[config.mk]
export PLATFORM = sky130hd
export DESIGN_NAME = vcxo_discipline_ctrl
export DESIGN_NICKNAME = d
export VERILOG_FILES = /design/src/rtl/vcxo_discipline_ctrl_pkg.sv /design/src/rtl/vcxo_discipline_ctrl_sd_pwm.sv /design/src/rtl/vcxo_discipline_ctrl.sv
export SDC_FILE = /design/constraint.sdc
export NUM_CORES = 1
export LEC_CHECK = 0
export CORE_ASPECT_RATIO = 1.25
export CORE_UTILIZATION = 60
export CTS_BUF_LIST = sky130_fd_sc_hd__clkbuf_4 sky130_fd_sc_hd__clkbuf_8
export CTS_CLUSTER_DIAMETER = 30
export DETAILED_ROUTE_END_ITERATION = 6
export MAX_ROUTING_LAYER = met4
export PLACE_DENSITY_LB_ADDON = 0.05
export SYNTH_ARGS = -nofsm -noshare
export SYNTH_HDL_FRONTEND = slang
export SYNTH_HIERARCHICAL = 1
export SYNTH_SLANG_ARGS = --single-unit
[constraint.sdc]
create_clock -name clk_in -period 5.9 [get_ports clk_in]
set_clock_uncertainty 0.2 [all_clocks]
set_input_delay 0.885 -clock clk_in [delete_from_list [all_inputs] [get_ports clk_in]]
set_output_delay 0.885 -clock clk_in [all_outputs]
set_load 0.03 [all_outputs]
[src/rtl/vcxo_discipline_ctrl_pkg.sv]
// Shared definitions for the VCXO disciplining controller: the measurement
// FSM state type and the default loop thresholds and step sizes.
package vcxo_discipline_ctrl_pkg;

  typedef enum logic [0:0] {
    WAIT_START = 1'b0,
    MEASURE    = 1'b1
  } measState_e;

  localparam int DEF_NOMINAL_COUNT = 12288000;
  localparam int DEF_GATE_EDGES    = 1228800;
  localparam int DEF_PWM_W         = 24;
  localparam int DEF_PWM_MAX       = 38000;
  localparam int DEF_PWM_INIT      = 19000;

  localparam int DEF_FINE_THR      = 10;
  localparam int DEF_COARSE_THR    = 50;
  localparam int DEF_FINE_STEP     = 1;
  localparam int DEF_COARSE_STEP   = 20;
  localparam int DEF_XCOARSE_STEP  = 200;

  localparam int DEF_LOCK_THR      = 2;
  localparam int DEF_LOCK_CNT      = 4;

endpackage

[src/rtl/vcxo_discipline_ctrl_sd_pwm.sv]
// First-order sigma-delta modulator: turns the tuning code into a pulse
// density of code/PWM_MAX on the pump output feeding the loop filter.
module vcxo_sd_pwm
  import vcxo_discipline_ctrl_pkg::*;
#(
  parameter int PWM_W   = DEF_PWM_W,
  parameter int PWM_MAX = DEF_PWM_MAX
) (
  input  logic             clk_in,
  input  logic             reset_in,
  input  logic [PWM_W-1:0] code,
  output logic             pump
);

  localparam logic [PWM_W:0] L_MAX = (PWM_W+1)'(PWM_MAX);

  logic [PWM_W:0] r_acc;
  logic           r_pump;
  logic [PWM_W:0] w_sum;

  assign w_sum = r_acc + {1'b0, code};
  assign pump  = r_pump;

  // Accumulate the code each cycle and emit a pump pulse on every overflow past full scale.
  always_ff @(posedge clk_in) begin
    if (reset_in) begin
      r_acc  <= '0;
      r_pump <= 1'b0;
    end else if (w_sum >= L_MAX) begin
      r_acc  <= w_sum - L_MAX;
      r_pump <= 1'b1;
    end else begin
      r_acc  <= w_sum;
      r_pump <= 1'b0;
    end
  end

endmodule

[src/rtl/vcxo_discipline_ctrl.sv]
// VCXO disciplining controller. Counts clk_in cycles across a gate of
// GATE_EDGES reference edges, forms a frequency error, accepts it only when
// two consecutive gates agree, then nudges the tuning code and drives a
// sigma-delta pump. Optional lock detection is enabled by defining
// VCXO_LOCK_DETECT_EN.
module vcxo_discipline_ctrl
  import vcxo_discipline_ctrl_pkg::*;
#(
  parameter int NOMINAL_COUNT = DEF_NOMINAL_COUNT,
  parameter int GATE_EDGES    = DEF_GATE_EDGES,
  parameter int PWM_W         = DEF_PWM_W,
  parameter int PWM_MAX       = DEF_PWM_MAX,
  parameter int PWM_INIT      = DEF_PWM_INIT,
  parameter int FINE_THR      = DEF_FINE_THR,
  parameter int COARSE_THR    = DEF_COARSE_THR,
  parameter int FINE_STEP     = DEF_FINE_STEP,
  parameter int COARSE_STEP   = DEF_COARSE_STEP,
  parameter int XCOARSE_STEP  = DEF_XCOARSE_STEP,
  parameter int LOCK_THR      = DEF_LOCK_THR,
  parameter int LOCK_CNT      = DEF_LOCK_CNT
) (
  input  logic               clk_in,
  input  logic               reset_in,
  input  logic               ref_clk_in,
  input  logic signed [7:0]  correction_in,
  input  logic               hold_in,
  output logic signed [31:0] freq_error,
  output logic               error_valid,
  output logic [PWM_W-1:0]   pwm_value,
  output logic               pump,
  output logic               locked
);

  localparam logic [31:0]          L_NOMINAL   = 32'(NOMINAL_COUNT);
  localparam logic [31:0]          L_EDGE_LAST = 32'(GATE_EDGES - 1);
  localparam logic signed [31:0]   L_FINE_THR  = 32'(FINE_THR);
  localparam logic signed [31:0]   L_COARSE_THR = 32'(COARSE_THR);
  localparam logic signed [PWM_W:0] L_FINE_STEP  = (PWM_W+1)'(FINE_STEP);
  localparam logic signed [PWM_W:0] L_COARSE_STEP = (PWM_W+1)'(COARSE_STEP);
  localparam logic signed [PWM_W:0] L_XCOARSE_STEP = (PWM_W+1)'(XCOARSE_STEP);
  localparam logic signed [PWM_W:0] L_PWM_MIN  = (PWM_W+1)'(1);
  localparam logic signed [PWM_W:0] L_PWM_MAX  = (PWM_W+1)'(PWM_MAX);

  // Reference synchronizer and edge detector
  logic [1:0] r_refSync;
  logic       r_refPrev;
  logic       w_edge;

  // Measurement FSM
  measState_e  r_state;
  logic [31:0] r_cycleCnt;
  logic [31:0] r_edgeCnt;
  logic [31:0] r_capCount;
  logic        r_capValid;
  logic [31:0] w_cntNext;

  // Error and acceptance pipeline
  logic signed [31:0] r_err;
  logic               r_errStageValid;
  logic signed [31:0] r_prevErr;
  logic signed [31:0] r_freqError;
  logic               r_errorValid;
  logic [PWM_W-1:0]   r_pwm;
  logic               w_accept;
  logic [31:0]        w_corrExt;

  // Tuning step computation
  logic signed [PWM_W:0] w_step;
  logic signed [PWM_W:0] w_pwmSum;
  logic [PWM_W-1:0]      w_pwmNext;

  assign w_edge    = r_refSync[1] & ~r_refPrev;
  assign w_cntNext = (&r_cycleCnt) ? r_cycleCnt : r_cycleCnt + 32'd1;
  assign w_corrExt = {{24{correction_in[7]}}, correction_in};
  assign w_accept  = r_errStageValid && (r_err == r_prevErr);

  // Bring the asynchronous reference into the clk_in domain and keep the previous level for edge detection.
  always_ff @(posedge clk_in) begin
    if (reset_in) begin
      r_refSync <= 2'b00;
      r_refPrev <= 1'b0;
    end else begin
      r_refSync <= {r_refSync[0], ref_clk_in};
      r_refPrev <= r_refSync[1];
    end
  end

  // Gate measurement: the stop edge of one gate is the start edge of the next, so no reference edge is lost.
  always_ff @(posedge clk_in) begin
    if (reset_in) begin
      r_state    <= WAIT_START;
      r_cycleCnt <= '0;
      r_edgeCnt  <= '0;
      r_capCount <= '0;
      r_capValid <= 1'b0;
    end else begin
      r_capValid <= 1'b0;
      case (r_state)
        WAIT_START: begin
          if (w_edge) begin
            r_state    <= MEASURE;
            r_cycleCnt <= '0;
            r_edgeCnt  <= '0;
          end
        end
        MEASURE: begin
          if (w_edge && (r_edgeCnt == L_EDGE_LAST)) begin
            r_capCount <= w_cntNext;
            r_capValid <= 1'b1;
            r_cycleCnt <= '0;
            r_edgeCnt  <= '0;
          end else begin
            r_cycleCnt <= w_cntNext;
            if (w_edge) begin
              r_edgeCnt <= r_edgeCnt + 32'd1;
            end
          end
        end
        default: r_state <= WAIT_START;
      endcase
    end
  end

  // Convert a captured count into a trimmed, signed frequency error.
  always_ff @(posedge clk_in) begin
    if (reset_in) begin
      r_err           <= '0;
      r_errStageValid <= 1'b0;
    end else begin
      r_errStageValid <= r_capValid;
      if (r_capValid) begin
        r_err <= r_capCount - L_NOMINAL + w_corrExt;
      end
    end
  end

  // Pick a tuning step from the error magnitude; positive error means the VCXO runs fast, so the code drops.
  always_comb begin
    w_step = '0;
    if (r_err < -L_COARSE_THR) begin
      w_step = L_XCOARSE_STEP;
    end else if (r_err < -L_FINE_THR) begin
      w_step = L_COARSE_STEP;
    end else if (r_err < 0) begin
      w_step = L_FINE_STEP;
    end else if (r_err > L_COARSE_THR) begin
      w_step = -L_XCOARSE_STEP;
    end else if (r_err > L_FINE_THR) begin
      w_step = -L_COARSE_STEP;
    end else if (r_err > 0) begin
      w_step = -L_FINE_STEP;
    end
  end

  // Apply the step with one extra sign bit of headroom and clamp into the legal code range.
  always_comb begin
    w_pwmSum  = $signed({1'b0, r_pwm}) + w_step;
    w_pwmNext = r_pwm;
    if (w_pwmSum < L_PWM_MIN) begin
      w_pwmNext = PWM_W'(1);
    end else if (w_pwmSum > L_PWM_MAX) begin
      w_pwmNext = PWM_W'(PWM_MAX);
    end else begin
      w_pwmNext = w_pwmSum[PWM_W-1:0];
    end
  end

  // Accept an error only when it repeats across two gates, which rejects gates disturbed by a single glitch.
  always_ff @(posedge clk_in) begin
    if (reset_in) begin
      r_prevErr    <= '0;
      r_freqError  <= '0;
      r_errorValid <= 1'b0;
      r_pwm        <= PWM_W'(PWM_INIT);
    end else begin
      r_errorValid <= 1'b0;
      if (w_accept) begin
        r_freqError  <= r_err;
        r_errorValid <= 1'b1;
        if (!hold_in) begin
          r_pwm <= w_pwmNext;
        end
      end else if (r_errStageValid) begin
        r_prevErr <= r_err;
      end
    end
  end

`ifdef VCXO_LOCK_DETECT_EN
  localparam int                 LCW        = $clog2(LOCK_CNT + 1);
  localparam logic signed [31:0] L_LOCK_THR = 32'(LOCK_THR);

  logic [LCW-1:0] r_lockCnt;
  logic           r_locked;
  logic           w_errSmall;

  assign w_errSmall = (r_err >= -L_LOCK_THR) && (r_err <= L_LOCK_THR);
  assign locked     = r_locked;

  // Count consecutive small accepted errors; any large accepted error drops lock immediately.
  always_ff @(posedge clk_in) begin
    if (reset_in) begin
      r_lockCnt <= '0;
      r_locked  <= 1'b0;
    end else if (w_accept) begin
      if (w_errSmall) begin
        if (r_lockCnt >= LCW'(LOCK_CNT - 1)) begin
          r_locked <= 1'b1;
        end
        if (r_lockCnt != LCW'(LOCK_CNT)) begin
          r_lockCnt <= r_lockCnt + LCW'(1);
        end
      end else begin
        r_lockCnt <= '0;
        r_locked  <= 1'b0;
      end
    end
  end
`else
  assign locked = 1'b0;
`endif

  assign freq_error  = r_freqError;
  assign error_valid = r_errorValid;
  assign pwm_value   = r_pwm;

  vcxo_sd_pwm #(
    .PWM_W   (PWM_W),
    .PWM_MAX (PWM_MAX)
  ) u_sdPwm (
    .clk_in   (clk_in),
    .reset_in (reset_in),
    .code     (r_pwm),
    .pump     (pump)
  );

endmodule
==> results.cfg <==
[run_status]
outcome = complete, no violations

[synthesis]
post_synth_inst_count = 1926
syn_avg_cell_area_um2 = 8.25
ys_ff_latch = 249
synth_top_area_share_pct = 31.4
ys_types = 100
synth-warning-count = 6
synth_edf_count = 0
async_flop_share_pct = 0
synth_ff_type = dfxtp_1
synth_area_mm2 = 0.0159
syn-num-nets = 2053
ys_seq_area_share_pct = 31.4
yosys-top-cells-area = dfxtp_1 31%, ha_1 8.8%, nor2_1 6.3%
synth_area_leader_cell = dfxtp_1

[layout]
final-seq-area_mm2 = 0.00498
fill_cells = 2238
drive_gt1_share_pct = 8.48
nets = 2095
syn2layout_area_growth_pct = 13.1
antenna_cells = 0
multi_input_area_mm2 = 0.0102

[power_and_ir_drop]
ir_drop_mv = 0.280
internal_power_uw = 3700
p_comb_share_pct = 24.8
power_density_mw_per_mm2 = 298
p_seq_share_pct = 33.2
p_sw_share_pct = 30.9
p_sw_uw = 1660
pwr-share-clk_pct = 42.0
p_leak_uw = 0.00747

[route]
antenna_left = 0
vias_per_cell = 6.08
route.detailed.drc = 0
drt_pass1_iterations = 6
avgRoutedWirePerCell_um = 18.0
routed_wl_mm = 42.1
dr_total_vias = 14300
first_iter_violations = 882

[placed_design]
pre_cts_slack_ps = 760
post-dp-hpwl_mm = 30.9
gp_congestion = 0.958
numPortBuffers = 69

[worst_setup_path]
worstRegToRegCells = 18
cp_cell_sequence = nor4_1, nand4_1, nor2_1, a21oi_2, buf_4, inv_1, nor2_1, or2_2, ha_1, or2_2, a221o_1, a31o_2, a21oi_1, nor3_1, mux2i_1, or4_1, or2_1, o211a_1
crit_type = flop to flop
critPathSlowestCell = or4_1
cpPeakStageDelay_ps = 640
cp.arrival_ps = 5520
reg2reg_slack_ps = 650
required_ps = 6170
worstSetupEndpointType = flop
startpoint = r_err[11]
worst_setup_path_start_kind = flop
crit_fanout = 21
r2r-end = pwm_value[5]
r2r-start = r_err[11]
endpoint = pwm_value[5]

[clock_network]
cts_tree = built
cts_max_level = 2
cts_hold_buf = 0
insertion_delay_ps = 590
clk_path_buf_depth = 3
root_buffer = clkbuf_8
cts_sinks = 249
cts_resized = 0
post_cts_buffers = 0
clk_pin_slew_ps = 60
cts_inserted_buffers = 51

[timing]
finalCriticalPeriod_ps = 5250
setup_viol = 0
drv_slew = 0
tightest_slew_ps = 1170
worst_slack_ps = 653
hold_viol = 0
fin_setup_tns_ps = 0
period_share_pct = 88.9
maxSlewHeadroom_pct = 21.9
clock.fmax_mhz = 191
rsz0062_at_grt = false

[floorplan]
initial_core_util_pct = 61.1
core_area_mm2 = 0.0260
rows = 66
die_y_um = 184
ios = 71
dieArea_mm2 = 0.0271
dieWidth_um = 148

[global_route]
track_usage_pct = 32.3
grt_pass1_wl_mm = 69.0
antenna_found_initial = 0
grt_max_degree = 106
overflow = 0
grt_pass1_vias = 14000

[job]
cap_violations = 0

[hold_path]
hp-class = flop to flop
==> metrics by stage <==
stage,hold WS [ps],instances,area (um^2),util [%],power (uW)
final,228,2345,18000,69.1,5360
after global routing,255,2345,18000,69.1,5600
after CTS,232,2345,18000,69.1,5360
after detailed placement,226,2255,16700,64.1,3110
after global placement,223,2255,16700,64.1,3100
after floorplan,214,1926,15900,-,2900
==> flip-flops by register name, indices dropped and copies added (netlist names) <==
signal,cells
freq_error,32
r_refSync,2
error_valid,1
u_sdPwm/r_acc,25
r_errStageValid,1
r_err,32
r_cycleCnt,32
r_edgeCnt,32
r_capCount,32
r_state,1
u_sdPwm/pump,1
r_refPrev,1
pwm_value,24
r_capValid,1
r_prevErr,32
==> power by group through the flow <==
stage               combinational (uW)  sequential, uW  clock, uW
floorplan                         1090            1810          0
global placement                  1290            1810          0
detailed placement                1300            1810          0
CTS                               1310            1780       2280
global route                      1460            1780       2360
finish                            1330            1780       2250
==> cell families after synthesis <==
family | after synthesis | synth area share, %
adders and majority gates | 115 | 9.20
muxes | 89 | 5.62
AOI/OAI and AO/OA | 445 | 18.8
and+or+nand+nor | 717 | 22.2
xor gates and xnor gates | 153 | 8.53
buffers and inverters | 157 | 4.22
DFF | 249 | 31.4
other | 1 | 0.0236
==> critical path, delay by kind of cell, from the launching register on <==
family	cells	cell delay (ps)
simple gates	9	2660
compound gates	5	1220
flops	1	360
buf+inv	2	350
fa+ha+maj	1	220
mux	1	120
==> worst min path at each step <==
stage | start | cells after the start | slack, ps | end
3_3_place_gp | r_refSync[0] | 1 | 220 | r_refSync[1]
5_1_grt | r_refSync[0] | 1 | 260 | r_refSync[1]
2_1_floorplan | r_refSync[0] | 1 | 210 | r_refSync[1]
3_5_place_dp | r_refSync[0] | 1 | 230 | r_refSync[1]
6_report | r_refSync[0] | 1 | 230 | r_refSync[1]
4_1_cts | r_refSync[0] | 1 | 230 | r_refSync[1]
==> metal layers <==
metal / track usage (%) / wire [um]
met5: - / 0
met4: 15.1 / 1860
met3: 4.02 / 1740
met2: 59.0 / 21900
met1: 34.5 / 16700
==> final cells by class <==
class	instances	area share, %
Clock inverter	25	2.38
Inverter	66	1.38
Multi-Input combinational cell	1520	57.0
Tap cell	340	2.37
Timing Repair Buffer	80	4.31
Clock buffer	65	4.81
Sequential cell	249	27.7
==> synth_stat cells (all sizes together), types with 19 or more instances <==
library cell  number
a211oi            35
clkbuf            58
mux2i             87
a31oi             24
a21oi            131
ha               112
nand3             38
and3              37
nor2             270
buf               33
xor2              57
nor4              29
nor3              40
nand2            139
o21ai             94
nand4             41
xnor2             96
a21o              28
inv               66
o211ai            19
dfxtp            249
==> layout by cell type (no fill, tap or decap), types with 11 or more instances in the layout <==
master           netlist  layout
a211oi_1              31      31
a21o_1                28      28
a21oi_1              129     128
a31oi_1               23      23
and2_1                11      11
and3_1                33      33
buf_4                  4      11
bufinv_16              0      11
clkbuf_8               0      60
clkdlybuf4s50_1        0      68
dfxtp_1              249     249
ha_1                 112     112
inv_1                 66      66
mux2i_1               87      87
nand2_1              138     138
nand2b_1              18      18
nand3_1               36      35
nand4_1               41      41
nor2_1               267     267
nor2b_1               15      15
nor3_1                36      36
nor4_1                29      29
o211ai_1              19      19
o21ai_0               81      81
o31ai_1               11      11
or2_2                 14      14
or3_1                 18      18
xnor2_1               94      94
xor2_1                57      57
No activity file was read; power rests on OpenSTA's default activity.
